--- config.mk ---
export PLATFORM = sky130hd
export DESIGN_NAME = instr_seq_flat
export DESIGN_NICKNAME = d
export VERILOG_FILES = /design/src/rtl/instr_seq_if.sv /design/src/rtl/instr_seq.sv /design/src/flat_wrapper.sv
export SDC_FILE = /design/constraint.sdc
export NUM_CORES = 1
export LEC_CHECK = 0
export CAP_MARGIN = 20
export CORE_MARGIN = 1
export CORE_UTILIZATION = 43
export DETAILED_ROUTE_END_ITERATION = 7
export HOLD_SLACK_MARGIN = 0.06
export PLACE_DENSITY = 0.68
export SLEW_MARGIN = 0
export SYNTH_ARGS = -nofsm -noshare
export SYNTH_HDL_FRONTEND = slang
export SYNTH_SLANG_ARGS = --single-unit
--- constraint.sdc ---
create_clock -name clk -period 2.47 [get_ports clk]
set_input_delay 0.247 -clock clk [delete_from_list [all_inputs] [get_ports clk]]
set_output_delay 0.247 -clock clk [all_outputs]
set_load 0.02 [all_outputs]
--- src/rtl/instr_seq_if.sv ---
// Fetch-side ROM port and execute-side bundle handshake of the instruction sequencer.
// master = sequencer, slave = ROM / execute environment.
interface instr_seq_if #(
  parameter int DATA_W = 16,
  parameter int ADDR_W = 16
);
  logic              fetch_req;
  logic [ADDR_W-1:0] fetch_addr;
  logic              fetch_vld;
  logic [DATA_W-1:0] fetch_data;

  logic              exec_valid;
  logic              exec_ready;
  logic [DATA_W-1:0] exec_instr;
  logic [DATA_W-1:0] exec_src_ext;
  logic [DATA_W-1:0] exec_dst_ext;
  logic [ADDR_W-1:0] exec_pc;
  logic [1:0]        exec_len;
  logic              exec_illegal;

  modport master (
    output fetch_req, fetch_addr,
    input  fetch_vld, fetch_data,
    output exec_valid, exec_instr, exec_src_ext, exec_dst_ext, exec_pc, exec_len, exec_illegal,
    input  exec_ready
  );

  modport slave (
    input  fetch_req, fetch_addr,
    output fetch_vld, fetch_data,
    input  exec_valid, exec_instr, exec_src_ext, exec_dst_ext, exec_pc, exec_len, exec_illegal,
    output exec_ready
  );
endinterface

--- src/rtl/instr_seq.sv ---
// MSP430 fetch/decode sequencer: ROM prefetch queue, extension-word collection,
// and a registered instruction bundle presented with valid/ready; flush redirects fetch.
module instr_seq #(
  parameter int                 DATA_W   = 16,
  parameter int                 ADDR_W   = 16,
  parameter int                 QDEPTH   = 4,
  parameter logic [ADDR_W-1:0]  RESET_PC = 16'hF800
) (
  input  logic              clk,
  input  logic              rst_n,
  instr_seq_if.master       bus,
  input  logic              flush,
  input  logic [ADDR_W-1:0] flush_addr
);
  localparam int                PW       = $clog2(QDEPTH);
  localparam int                CW       = PW + 1;
  localparam logic [CW-1:0]     DEPTH    = CW'(QDEPTH);
  localparam logic [ADDR_W-1:0] WORD_MSK = ~ADDR_W'(1);

  typedef enum logic [1:0] {S_OPC, S_SRC, S_DST, S_ISSUE} state_t;

  logic [DATA_W-1:0] q_data [QDEPTH];
  logic [ADDR_W-1:0] q_addr [QDEPTH];
  logic [PW-1:0]     wr_ptr, rd_ptr;
  logic [CW-1:0]     count;
  logic [ADDR_W-1:0] fetch_addr;

  state_t            state;
  logic              need_dst;
  logic              exec_valid, exec_illegal;
  logic [DATA_W-1:0] exec_instr, exec_src_ext, exec_dst_ext;
  logic [ADDR_W-1:0] exec_pc;
  logic [1:0]        exec_len;

  logic              fetch_req, push, pop;
  logic [DATA_W-1:0] head_data;
  logic [ADDR_W-1:0] head_addr;
  logic              dec_src, dec_dst, dec_ill;

  // Source word needed for indexed/symbolic/absolute (As=01, except R3 constants) and immediate (@PC+).
  function automatic logic src_word(input logic [3:0] sreg, input logic [1:0] as_mode);
    return (as_mode == 2'b01 && sreg != 4'd3) || (as_mode == 2'b11 && sreg == 4'd0);
  endfunction

  assign fetch_req = (count < DEPTH) && !flush;
  assign push      = fetch_req && bus.fetch_vld;
  assign pop       = !flush && (count != '0) && (state != S_ISSUE);
  assign head_data = q_data[rd_ptr];
  assign head_addr = q_addr[rd_ptr];

  always_comb begin
    dec_src = 1'b0;
    dec_dst = 1'b0;
    dec_ill = 1'b0;
    if (head_data[15:12] == 4'b0000) begin
      dec_ill = 1'b1;
    end else if (head_data[15:12] == 4'b0001) begin
      dec_src = src_word(head_data[3:0], head_data[5:4]);
    end else if (head_data[15:12] >= 4'd4) begin
      dec_src = src_word(head_data[11:8], head_data[5:4]);
      dec_dst = head_data[7];
    end
  end

  // NOTE: queue storage is not reset; count and the pointers alone decide which entries are live.
  always_ff @(posedge clk) begin
    if (push) begin
      q_data[wr_ptr] <= bus.fetch_data;
      q_addr[wr_ptr] <= fetch_addr;
    end
  end

  always_ff @(posedge clk) begin
    if (!rst_n) begin
      wr_ptr     <= '0;
      rd_ptr     <= '0;
      count      <= '0;
      fetch_addr <= RESET_PC & WORD_MSK;
    end else if (flush) begin
      wr_ptr     <= '0;
      rd_ptr     <= '0;
      count      <= '0;
      fetch_addr <= flush_addr & WORD_MSK;
    end else begin
      if (push) begin
        wr_ptr     <= wr_ptr + PW'(1);
        fetch_addr <= fetch_addr + ADDR_W'(2);
      end
      if (pop) rd_ptr <= rd_ptr + PW'(1);
      case ({push, pop})
        2'b10:   count <= count + CW'(1);
        2'b01:   count <= count - CW'(1);
        default: count <= count;
      endcase
    end
  end

  always_ff @(posedge clk) begin
    if (!rst_n) begin
      state        <= S_OPC;
      need_dst     <= 1'b0;
      exec_valid   <= 1'b0;
      exec_instr   <= '0;
      exec_src_ext <= '0;
      exec_dst_ext <= '0;
      exec_pc      <= '0;
      exec_len     <= '0;
      exec_illegal <= 1'b0;
    end else if (flush) begin
      // A bundle handshaken in this cycle is already consumed, so dropping it loses nothing.
      state      <= S_OPC;
      exec_valid <= 1'b0;
    end else begin
      case (state)
        S_OPC: if (pop) begin
          exec_instr   <= head_data;
          exec_pc      <= head_addr;
          exec_src_ext <= '0;
          exec_dst_ext <= '0;
          exec_len     <= 2'd1 + 2'(dec_src) + 2'(dec_dst);
          exec_illegal <= dec_ill;
          need_dst     <= dec_dst;
          if (dec_src)      state <= S_SRC;
          else if (dec_dst) state <= S_DST;
          else begin
            state      <= S_ISSUE;
            exec_valid <= 1'b1;
          end
        end
        S_SRC: if (pop) begin
          exec_src_ext <= head_data;
          if (need_dst) state <= S_DST;
          else begin
            state      <= S_ISSUE;
            exec_valid <= 1'b1;
          end
        end
        S_DST: if (pop) begin
          exec_dst_ext <= head_data;
          state        <= S_ISSUE;
          exec_valid   <= 1'b1;
        end
        S_ISSUE: if (bus.exec_ready) begin
          state      <= S_OPC;
          exec_valid <= 1'b0;
        end
        default: state <= S_OPC;
      endcase
    end
  end

  assign bus.fetch_req    = fetch_req;
  assign bus.fetch_addr   = fetch_addr;
  assign bus.exec_valid   = exec_valid;
  assign bus.exec_instr   = exec_instr;
  assign bus.exec_src_ext = exec_src_ext;
  assign bus.exec_dst_ext = exec_dst_ext;
  assign bus.exec_pc      = exec_pc;
  assign bus.exec_len     = exec_len;
  assign bus.exec_illegal = exec_illegal;
endmodule

--- src/flat_wrapper.sv ---
// flat-port wrapper written by rule: the top's interface ports become plain ports
module instr_seq_flat 
#(
  parameter int                 DATA_W   = 16,
  parameter int                 ADDR_W   = 16,
  parameter int                 QDEPTH   = 4,
  parameter logic [ADDR_W-1:0]  RESET_PC = 16'hF800
)
  (clk, rst_n, flush, flush_addr, bus_fetch_req, bus_fetch_addr, bus_fetch_vld, bus_fetch_data, bus_exec_valid, bus_exec_instr, bus_exec_src_ext, bus_exec_dst_ext, bus_exec_pc, bus_exec_len, bus_exec_illegal, bus_exec_ready);
  instr_seq_if #(.DATA_W(DATA_W), .ADDR_W(ADDR_W)) bus_i ();
  input  logic clk;
  input  logic rst_n;
  input  logic flush;
  input  logic [ADDR_W-1:0] flush_addr;
  output wire logic [$bits(bus_i.fetch_req)-1:0] bus_fetch_req;
  output wire logic [$bits(bus_i.fetch_addr)-1:0] bus_fetch_addr;
  input wire logic [$bits(bus_i.fetch_vld)-1:0] bus_fetch_vld;
  input wire logic [$bits(bus_i.fetch_data)-1:0] bus_fetch_data;
  output wire logic [$bits(bus_i.exec_valid)-1:0] bus_exec_valid;
  output wire logic [$bits(bus_i.exec_instr)-1:0] bus_exec_instr;
  output wire logic [$bits(bus_i.exec_src_ext)-1:0] bus_exec_src_ext;
  output wire logic [$bits(bus_i.exec_dst_ext)-1:0] bus_exec_dst_ext;
  output wire logic [$bits(bus_i.exec_pc)-1:0] bus_exec_pc;
  output wire logic [$bits(bus_i.exec_len)-1:0] bus_exec_len;
  output wire logic [$bits(bus_i.exec_illegal)-1:0] bus_exec_illegal;
  input wire logic [$bits(bus_i.exec_ready)-1:0] bus_exec_ready;
  assign bus_fetch_req = bus_i.fetch_req;
  assign bus_fetch_addr = bus_i.fetch_addr;
  assign bus_i.fetch_vld = bus_fetch_vld;
  assign bus_i.fetch_data = bus_fetch_data;
  assign bus_exec_valid = bus_i.exec_valid;
  assign bus_exec_instr = bus_i.exec_instr;
  assign bus_exec_src_ext = bus_i.exec_src_ext;
  assign bus_exec_dst_ext = bus_i.exec_dst_ext;
  assign bus_exec_pc = bus_i.exec_pc;
  assign bus_exec_len = bus_i.exec_len;
  assign bus_exec_illegal = bus_i.exec_illegal;
  assign bus_i.exec_ready = bus_exec_ready;
  instr_seq #(.DATA_W(DATA_W), .ADDR_W(ADDR_W), .QDEPTH(QDEPTH), .RESET_PC(RESET_PC)) u_core (.clk(clk), .rst_n(rst_n), .bus(bus_i), .flush(flush), .flush_addr(flush_addr));
endmodule
-- Word level (Yosys, flattened, before mapping)
Memories as Yosys holds them, arrays and structs flattened. A register that Yosys moved wholly into a read port is not among the register bits.
Cells that the tools add are included.
- register bits after elaboration: 78
- bits in writable memories: 128
- bits of input ports: 37
- output and inout bits: 85
- logic and storage cells: 105
- memories kept: 2
- add/sub/neg operators: 7
- order comparisons: 2
- equal/unequal tests: 18
- muxes and demuxes: 34
- bitwise gates (word level): 2
- reduce and logical (&&, ||, !) cells: 27
- memory list (memory ; depth ; bits a word ; rd ports ; clocked after memory_dff ; write ports ; line ; RTL):
    u_core.q_addr ; 4 ; 16 ; 1 ; 1 ; 1 ; instr_seq.sv:23 ; logic [ADDR_W-1:0] q_addr [QDEPTH];
    u_core.q_data ; 4 ; 16 ; 1 ; 1 ; 1 ; instr_seq.sv:22 ; logic [DATA_W-1:0] q_data [QDEPTH];
- operator list (operator ; number):
    two-way mux 16 bit ; 4
    one-hot mux 16 bit (2 select lines) ; 2
    two-way mux 1 bit ; 18
    adder 16 x 2 -> 16 bit (second input constant) ; 1
    two-way mux 2 bit ; 7
    logical NOT 4 bit ; 3
    AND reduction 4 bit ; 3
    inequality test 2 bit (second input constant) ; 5
    equality test 2 bit (second input constant) ; 4
    logical AND 1 bit ; 8
    inequality test 4 x 2 -> 1 bit (second input constant) ; 2
    one-hot mux 2 bit (4 select lines) ; 1
    nonzero test 2 bit ; 4
    AND reduction 7 bit ; 1
    equality test 2 x 1 -> 1 bit (second input constant) ; 3
    inequality test 2 x 1 -> 1 bit (second input constant) ; 3
    one-hot mux 3 bit (2 select lines) ; 1
    adder 2 x 1 -> 2 bit (second input constant) ; 2
    equality test 4 x 1 -> 1 bit (second input constant) ; 1
    greater-or-equal comparator 4 x 3 -> 1 bit (second input constant) ; 1
    one-hot mux 1 bit (4 select lines) ; 1
    adder 3 x 1 -> 3 bit (second input constant) ; 1
    < comparator 3 bit (second input constant) ; 1
    AND reduction 3 bit ; 1
    9 further kinds ; 12

-- Logic depth before layout (Yosys ltp)
Gate-level depths: netlist (run 1).
- word-level depth: 9
- gate-level depth with buffers: 11
- mapped depth without buffers: 9

-- Worst setup path after synthesis (run 1)
OpenSTA, ideal clock, no wires.
- path type: reg-to-reg
- start point: register (tool-made name)
- end point: register u_core.exec_len[0] (netlist: u_core.bus.exec_len[0])
- library setup time: 0.116 ns
- data arrival time: 2.340 ns
- data required time: 2.354 ns
- setup slack: 0.014 ns
- cell stages (with the launch flop): 11
- path buffers: 2
- period minus slack after synthesis: 2.456 ns
- cells stage by stage: dfxtp_1 buf_6 buf_2 mux4_2 o41ai_1 nand4_1 nand2_1 inv_1 ha_1 nand2_1 o211a_1
- RTL lines (item ; line ; RTL):
    end signal: assignment ; instr_seq.sv:120 ; exec_len <= 2'd1 + 2'(dec_src) + 2'(dec_dst);
    end: declaration ; instr_seq.sv:33 ; logic [1:0] exec_len;

==> results of run 1 <==
==> power by group <==
group | switching [W] | total (W) | internal (W)
clock | 0.00134 | 0.00341 | 0.00207
combinational | 0.000253 | 0.000490 | 0.000237
sequential | 0.0000504 | 0.00395 | 0.00390
total | 0.00165 | 0.00785 | 0.00621
==> registers in the layout, summed over array words and instances, names as in the netlist, 3 cells and up, named ones only <==
signal                   cells
u_core.bus.exec_dst_ext     16
u_core.bus.exec_instr       16
u_core.bus.exec_pc          15
u_core.bus.exec_src_ext     16
u_core.bus.fetch_addr       15
u_core.count                 3
u_core.q_addr               60
u_core.q_data               64
==> cell usage in the layout (no fill, tap or decap), types with 4 or more instances in the layout <==
master,synthesis,layout
sky130_fd_sc_hd__clkinv_2,0,5
sky130_fd_sc_hd__clkbuf_16,0,25
sky130_fd_sc_hd__buf_12,0,9
sky130_fd_sc_hd__nor4_1,4,4
sky130_fd_sc_hd__mux4_2,27,31
sky130_fd_sc_hd__ha_1,12,12
sky130_fd_sc_hd__o211a_1,4,4
sky130_fd_sc_hd__and2_1,13,13
sky130_fd_sc_hd__nand3_1,5,5
sky130_fd_sc_hd__nor2_1,14,14
sky130_fd_sc_hd__inv_1,13,14
sky130_fd_sc_hd__nor3_1,5,5
sky130_fd_sc_hd__nand2b_1,4,4
sky130_fd_sc_hd__mux2i_1,4,4
sky130_fd_sc_hd__dfxtp_1,94,93
sky130_fd_sc_hd__a21boi_0,32,32
sky130_fd_sc_hd__clkdlybuf4s50_1,0,117
sky130_fd_sc_hd__nor2b_1,39,39
sky130_fd_sc_hd__edfxtp_1,124,124
sky130_fd_sc_hd__xor2_1,11,11
sky130_fd_sc_hd__o21ai_0,12,12
sky130_fd_sc_hd__a22oi_1,32,32
sky130_fd_sc_hd__xnor2_1,5,5
sky130_fd_sc_hd__and3_1,5,5
sky130_fd_sc_hd__nand2_1,85,84
sky130_fd_sc_hd__a21oi_1,6,6
sky130_fd_sc_hd__buf_4,2,34
==> final cells by class <==
cell class | count | area [um2] | area share
clock inverters | 13 | 118 | 0.0106
multi-input cells | 356 | 2740 | 0.246
repair buffers | 163 | 1650 | 0.148
flip-flops and latches | 218 | 5610 | 0.504
well taps | 265 | 332 | 0.0298
clock buffers | 28 | 647 | 0.0581
inverters | 13 | 48.8 | 0.00438
==> worst max-delay path by stage <==
stage / endpoint / slack (ns)
final: u_core.state[0]$_SDFFE_PP0P_ / 0.08
after global routing: u_core.state[0]$_SDFFE_PP0P_ / -0.002
after CTS: u_core.state[0]$_SDFFE_PP0P_ / 0.003
after detailed placement: u_core.state[0]$_SDFFE_PP0P_ / 0.00008
after global placement: u_core.state[0]$_SDFFE_PP0P_ / 0.02
after floorplan: u_core.bus.exec_len[0]$_SDFFE_PN0P_ / 0.01
==> cell usage after synthesis (4+ instances only) <==
cell type,instances
sky130_fd_sc_hd__xor2_1,11
sky130_fd_sc_hd__nor3_1,5
sky130_fd_sc_hd__dfxtp_1,94
sky130_fd_sc_hd__nor4_1,4
sky130_fd_sc_hd__mux2i_1,4
sky130_fd_sc_hd__nor2b_1,39
sky130_fd_sc_hd__xnor2_1,5
sky130_fd_sc_hd__inv_1,13
sky130_fd_sc_hd__nand3_1,5
sky130_fd_sc_hd__a21boi_0,32
sky130_fd_sc_hd__and3_1,5
sky130_fd_sc_hd__a22oi_1,32
sky130_fd_sc_hd__nand2_1,85
sky130_fd_sc_hd__o21ai_0,12
sky130_fd_sc_hd__and2_1,13
sky130_fd_sc_hd__buf_2,5
sky130_fd_sc_hd__clkbuf_1,31
sky130_fd_sc_hd__nand2b_1,4
sky130_fd_sc_hd__edfxtp_1,124
sky130_fd_sc_hd__a21oi_1,6
sky130_fd_sc_hd__o211a_1,4
sky130_fd_sc_hd__mux4_2,27
sky130_fd_sc_hd__mux4_1,4
sky130_fd_sc_hd__nor2_1,14
sky130_fd_sc_hd__ha_1,12
==> worst register-to-register path, stage by stage (launching register included) <==
cell and delay (ns):
sky130_fd_sc_hd__dfxtp_4 0.38, sky130_fd_sc_hd__buf_12 0.14, sky130_fd_sc_hd__mux4_2 0.55, sky130_fd_sc_hd__o41ai_2 0.36
sky130_fd_sc_hd__nand4_1 0.20, sky130_fd_sc_hd__nand2_2 0.14, sky130_fd_sc_hd__inv_2 0.04, sky130_fd_sc_hd__ha_1 0.17
sky130_fd_sc_hd__a21oi_1 0.12, sky130_fd_sc_hd__mux2i_1 0.09, sky130_fd_sc_hd__nor2_1 0.10
==> stage by stage <==
step	setup WS [ns]	setup TNS, ns	hold WS (ns)	total power (W)
finish	0.0821	0	0.190	0.00785
global route	-0.00225	-0.00225	0.237	0.00811
CTS	0.00253	0	0.195	0.00789
detailed placement	0.0000766	0	0.459	0.00452
global placement	0.0199	0	0.457	0.00450
floorplan	0.0138	0	0.346	0.00427
==> timing repair <==
item / 4_1_cts / 5_1_grt
hold endpoints to repair: 0 / 0
cloned: 0 / 1
buffers inserted: 0 / 4
gates resized for setup: 2 / 7
pin swaps: 0 / 2
setup endpoints to repair: 1 / 3
==> logic make-up after synthesis <==
logic type,Yosys count
other cells,1
flops,218
xor+xnor,16
simple gates,190
mux,35
buf+inv,53
fa+ha+maj,13
compound gates,100
==> per-layer routing <==
metal	wire [um]	part of all wire	track usage	up-vias
met5	0	0	0	-
met4	207	0.011	0.0464	0
met3	968	0.050	0.0322	17
met2	9380	0.49	0.316	168
met1	8770	0.45	0.261	2766
li1	-	-	-	2582
==> qor.json, run 1 <==
{
  "hold_path_startpoint": "rst_n",
  "clkLatencyLatePin_ns": 0.50,
  "post-route-cell-area_um2": 11100,
  "avgViaCountPerCell": 5.24,
  "r2r_end": "u_core.state[0]$_SDFFE_PP0P_",
  "multiplexer_area_fraction_after_synthesis": 0.0880,
  "combinational_family_with_the_most_area_after_synthesis": "simple AND/OR/NAND/NOR gates",
  "synthXorXnorAreaFrac": 0.0164,
  "wl_per_cell_um": 18.3,
  "critical-path-max-stage-delay_ns": 0.55,
  "fillCellCount": 1517,
  "grt_pass1_vias": 5583,
  "worst-path-stages": 10,
  "hold_viol_final": 0,
  "die_w_um": 143,
  "worst_ep_arrival_ns": 2.81,
  "worstMarginPinSlew_ns": 0.684,
  "cts_max_path_buffers": 3,
  "drc": 0,
  "syn_area_per_cell_um2": 13.7,
  "tritoncts.num_buffers": 23,
  "worstPathBufferInverterCount": 2,
  "synth-seq-area-share": 0.655,
  "ff2ff_setup_slack_ns": 0.08,
  "post-place-cells": 1009,
  "cts.reportedPaths.clkPinSlew_ns": 0.06,
  "ys_types": 49,
  "synth_compound_area_frac": 0.0834,
  "worstRegToRegCells": 10,
  "htree_levels": 1,
  "leakage_nw": 3.77,
  "critPathSlowestCell": "sky130_fd_sc_hd__mux4_2",
  "slew-limit-headroom": 0.544,
  "ys_warn_count": 0,
  "max_clock_freq_mhz": 419,
  "worst-endpoint-required_ns": 2.89,
  "register_bit_count_reported_by_yosys": 218,
  "synthesis.instances": 626,
  "grt_pass1_wl_um": 30100,
  "insertedDiodeCount": 0,
  "layout-drive-gt1-share": 0.150,
  "initial_utilization": 0.440,
  "post-route-min-period_ns": 2.39,
  "number_of_synthesized_flops_with_an_enable_pin": 124,
  "worstHoldPathCells": 4,
  "cts.root.buffer_cell": "sky130_fd_sc_hd__clkbuf_16",
  "cts_num_sinks": 218,
  "die_height_um": 143,
  "maxSlewViolCount": 0,
  "timing.setup.critical_path_class": "register to register",
  "rows": 51,
  "cts_hold_buffers": 0,
  "synth_adder_area_share": 0.0199,
  "yosys.area.top_type_share": 0.435,
  "globalRoute.totalOverflow": 0,
  "wirelength_um": 19300,
  "worstSetupStartpointType": "register",
  "critical-path-top-delay-family": "multiplexers",
  "critPathCaptureType": "register",
  "drtAntennaViolNets": 0,
  "ys_top_cells_by_area": "sky130_fd_sc_hd__edfxtp_1 (43%), sky130_fd_sc_hd__dfxtp_1 (22%), sky130_fd_sc_hd__mux4_2 (7.1%)",
  "synth-main-ff-cell": "sky130_fd_sc_hd__edfxtp_1",
  "core_box_area_um2": 19500,
  "final_nets": 825,
  "netlist_area_um2": 8560,
  "hp-class": "primary input to register",
  "worstPathCellList": "buf_12, mux4_2, o41ai_2, nand4_1, nand2_2, inv_2, ha_1, a21oi_1, mux2i_1, nor2_1",
  "grt_max_degree": 84,
  "post-route-util": 0.572,
  "dp_hpwl_um": 12800,
  "worst_setup_skew_after_layout_ns": 0.0174,
  "design.portCount": 122,
  "gp_routability_congestion": 0.846,
  "postPlaceCellArea_um2": 10300,
  "port_buffers": 118,
  "track_usage": 0.191,
  "irDropWorstVdd_mv": 0.433,
  "layout_worst_path_cycle_share": 0.967,
  "final-instance-count-excl-fill": 1056,
  "run_status": "finished, final reports clean",
  "number_of_antenna_violations_at_the_first_check_in_global_routing": 0,
  "first_iter_violations": 413,
  "area.growth.synth_to_final_pct": 30.1,
  "ys_async_sr_fraction": 0,
  "post-synth-top-area-cell": "sky130_fd_sc_hd__edfxtp_1",
  "cap_viol_max_count": 0,
  "tritoncts": "done",
  "cp_max_fo": 8,
  "1st_pass_router_iterations": 5,
  "final-setup-viol-count": 0,
  "die_area_um2": 20500,
  "pwr_density_cell_nw_per_um2": 705,
  "route.vias.total": 5533,
  "synth_simple_gate_area_frac": 0.112
}
Note: power is estimated with default switching activity, not from simulation.
==> run 2: changes to the inputs <==
--- a/config.mk
+++ b/config.mk
@@ -5,12 +5,11 @@
 export SDC_FILE = /design/constraint.sdc
 export NUM_CORES = 1
 export LEC_CHECK = 0
-export CAP_MARGIN = 20
 export CORE_MARGIN = 1
-export CORE_UTILIZATION = 43
+export CORE_UTILIZATION = 41
 export DETAILED_ROUTE_END_ITERATION = 7
 export HOLD_SLACK_MARGIN = 0.06
-export PLACE_DENSITY = 0.68
+export PLACE_DENSITY = 0.65
 export SLEW_MARGIN = 0
 export SYNTH_ARGS = -nofsm -noshare
 export SYNTH_HDL_FRONTEND = slang
==> run 2 against run 1 <==
Register-to-register slack improved by 0.05 ns. Hold slack got worse by 0.0093 ns. Clock-buffer cell count increased by 6. Total power decreased by 1.8%. Setup slack improved by 0.048 ns. Via count increased by 0.29%. Global-route usage decreased by 1.3 points. Sequential power about the same. Sequential cell count unchanged. Critical path type unchanged. Critical endpoint unchanged. Largest power group unchanged. Highest routed layer unchanged.
==> qor.json, run 2 (synthesis results as in run 1) <==
{
  "cp_max_fo": 6,
  "worstSetupStartpointType": "register",
  "rows": 52,
  "ff2ff_setup_slack_ns": 0.13,
  "cts_num_sinks": 218,
  "final_nets": 830,
  "number_of_antenna_violations_at_the_first_check_in_global_routing": 0,
  "post-route-util": 0.547,
  "cts.root.buffer_cell": "sky130_fd_sc_hd__clkbuf_16",
  "1st_pass_router_iterations": 5,
  "worst_ep_arrival_ns": 2.72,
  "maxSlewViolCount": 0,
  "worst_setup_skew_after_layout_ns": 0.0142,
  "run_status": "finished, final reports clean",
  "fillCellCount": 1642,
  "route.vias.total": 5549,
  "area.growth.synth_to_final_pct": 30.1,
  "worstMarginPinSlew_ns": 1.31,
  "dp_hpwl_um": 12700,
  "rsz0062_at_grt": "true",
  "worstRegToRegCells": 10,
  "worst_setup_path_endpoint": "u_core.state[0]$_SDFFE_PP0P_",
  "die_area_um2": 21500,
  "initial_utilization": 0.420,
  "r2r_end": "u_core.state[0]$_SDFFE_PP0P_",
  "die_w_um": 147,
  "pre_cts_ws_ns": -0.0457,
  "wl_per_cell_um": 17.9,
  "track_usage": 0.178,
  "worst-endpoint-required_ns": 2.85,
  "insertedDiodeCount": 0,
  "final-setup-viol-count": 0,
  "grt_pass1_vias": 5491,
  "drtAntennaViolNets": 0,
  "slew-limit-headroom": 0.119,
  "first_iter_violations": 348,
  "htree_levels": 1,
  "max_reg_flops": 64,
  "pwr_density_cell_nw_per_um2": 692,
  "core_box_area_um2": 20400,
  "irDropWorstVdd_mv": 0.377,
  "reg.largest.list": "u_core.q_data x64, u_core.q_addr x60",
  "layout_worst_path_cycle_share": 0.947,
  "register_ranked_first_by_flip_flop_count": "u_core.q_data",
  "critPathCaptureType": "register",
  "max_clock_freq_mhz": 427,
  "hold_ws_ns": 0.181,
  "layout-drive-gt1-share": 0.151,
  "cts.reportedPaths.clkPinSlew_ns": 0.07,
  "port_buffers": 118,
  "hp-class": "primary input to register",
  "drc": 0,
  "design.portCount": 122,
  "tritoncts.num_buffers": 23,
  "cts_hold_buffers": 0,
  "cts_max_path_buffers": 3,
  "layout_commonest_cell": "sky130_fd_sc_hd__edfxtp_1",
  "hold_viol_final": 0,
  "grt_pass1_wl_um": 29900,
  "timing.setup.critical_path_class": "register to register",
  "postLayoutSetupSlackWorst_ns": 0.130,
  "cap_viol_max_count": 0,
  "most-common-layout-cells": "sky130_fd_sc_hd__edfxtp_1 (124), sky130_fd_sc_hd__clkdlybuf4s50_1 (117), sky130_fd_sc_hd__dfxtp_1 (93)",
  "post-route-min-period_ns": 2.34,
  "clkLatencyLatePin_ns": 0.50,
  "tritoncts": "done",
  "gp_routability_congestion": 0.785,
  "grt_max_degree": 51,
  "globalRoute.totalOverflow": 0,
  "die_height_um": 147,
  "avgViaCountPerCell": 5.22,
  "leakage_nw": 3.76,
  "wirelength_um": 19000
}
==> run 2: cell type report <==
class / instances / area [um2] / area share
Timing Repair Buffer: 168 / 1670 / 0.150
Sequential cell: 218 / 5610 / 0.504
Clock inverter: 5 / 53.8 / 0.00483
Inverter: 13 / 48.8 / 0.00438
Clock buffer: 34 / 662 / 0.0594
Multi-Input combinational cell: 356 / 2760 / 0.248
Tap cell: 270 / 338 / 0.0303
==> run 2: worst max-delay path: stages, from the launching register on <==
cell,delay [ns]
sky130_fd_sc_hd__dfxtp_4,0.39
sky130_fd_sc_hd__buf_12,0.13
sky130_fd_sc_hd__mux4_2,0.53
sky130_fd_sc_hd__or4bb_1,0.48
sky130_fd_sc_hd__nand4b_1,0.14
sky130_fd_sc_hd__nand2_2,0.09
sky130_fd_sc_hd__inv_2,0.07
sky130_fd_sc_hd__ha_1,0.14
sky130_fd_sc_hd__a21oi_1,0.06
sky130_fd_sc_hd__mux2i_1,0.15
sky130_fd_sc_hd__nor2_1,0.05
==> run 2: power breakdown <==
part | internal, W | leakage, nW | switching [W]
registers | 0.00390 | 1.88 | 0.0000520
logic | 0.000241 | 1.52 | 0.000251
clock network | 0.00195 | 0.353 | 0.00131
total | 0.00610 | 3.76 | 0.00161
==> run 2: per-layer routing <==
metal  share of wire  wire length [um]  vias up  track usage
met5               0                 0        -            0
met4           0.021               404        0       0.0563
met3           0.050               956       26       0.0238
met2            0.49              9360      171        0.299
li1                -                 -     2593            -
met1            0.44              8320     2759        0.240
==> run 2: how the worst min path moves through the flow <==
stage	slack [ns]	to	cells past startpoint	from
6_report	0.18	u_core.bus.exec_valid$_SDFFE_PP0P_	4	rst_n
5_1_grt	0.23	u_core.bus.exec_valid$_SDFFE_PP0P_	4	rst_n
4_1_cts	0.17	u_core.bus.exec_valid$_SDFFE_PP0P_	4	rst_n
3_5_place_dp	0.46	u_core.bus.exec_pc[15]$_SDFFE_PN0P_	2	u_core.bus.exec_pc[15]$_SDFFE_PN0P_
3_3_place_gp	0.45	u_core.bus.exec_instr[0]$_SDFFE_PN0P_	2	u_core.bus.exec_instr[0]$_SDFFE_PN0P_
2_1_floorplan	0.35	u_core.q_data[0][0]$_DFFE_PP_	0	bus_fetch_data[0]
==> run 2: what timing repair did <==
item	CTS	global route
setup endpoints to repair	2	3
gates resized for setup	1	9
gates cloned	0	1
setup buffers	0	6
pin swaps	0	2
==> run 2: stage by stage <==
step / instances / instance area, um2 / TNS (ns) / total power, W
after floorplan: 627 / 8570 / 0 / 0.00427
after global placement: 1018 / 10300 / 0 / 0.00450
after detailed placement: 1018 / 10300 / -0.0702 / 0.00452
after CTS: 1057 / 11000 / 0 / 0.00777
after global routing: 1064 / 11100 / -0.00789 / 0.00795
final: 1064 / 11100 / 0 / 0.00771
==> run 3: changes to the inputs <==
--- a/config.mk
+++ b/config.mk
@@ -10,6 +10,7 @@
 export DETAILED_ROUTE_END_ITERATION = 7
 export HOLD_SLACK_MARGIN = 0.06
 export PLACE_DENSITY = 0.65
+export SKIP_CTS_REPAIR_TIMING = 1
 export SLEW_MARGIN = 0
 export SYNTH_ARGS = -nofsm -noshare
 export SYNTH_HDL_FRONTEND = slang
==> results of run 3 <==
No change in the layout: final DEF, timing and power equal those of run 2.
Main changes from that run: via count of the first global-routing pass 5491 -> 5489
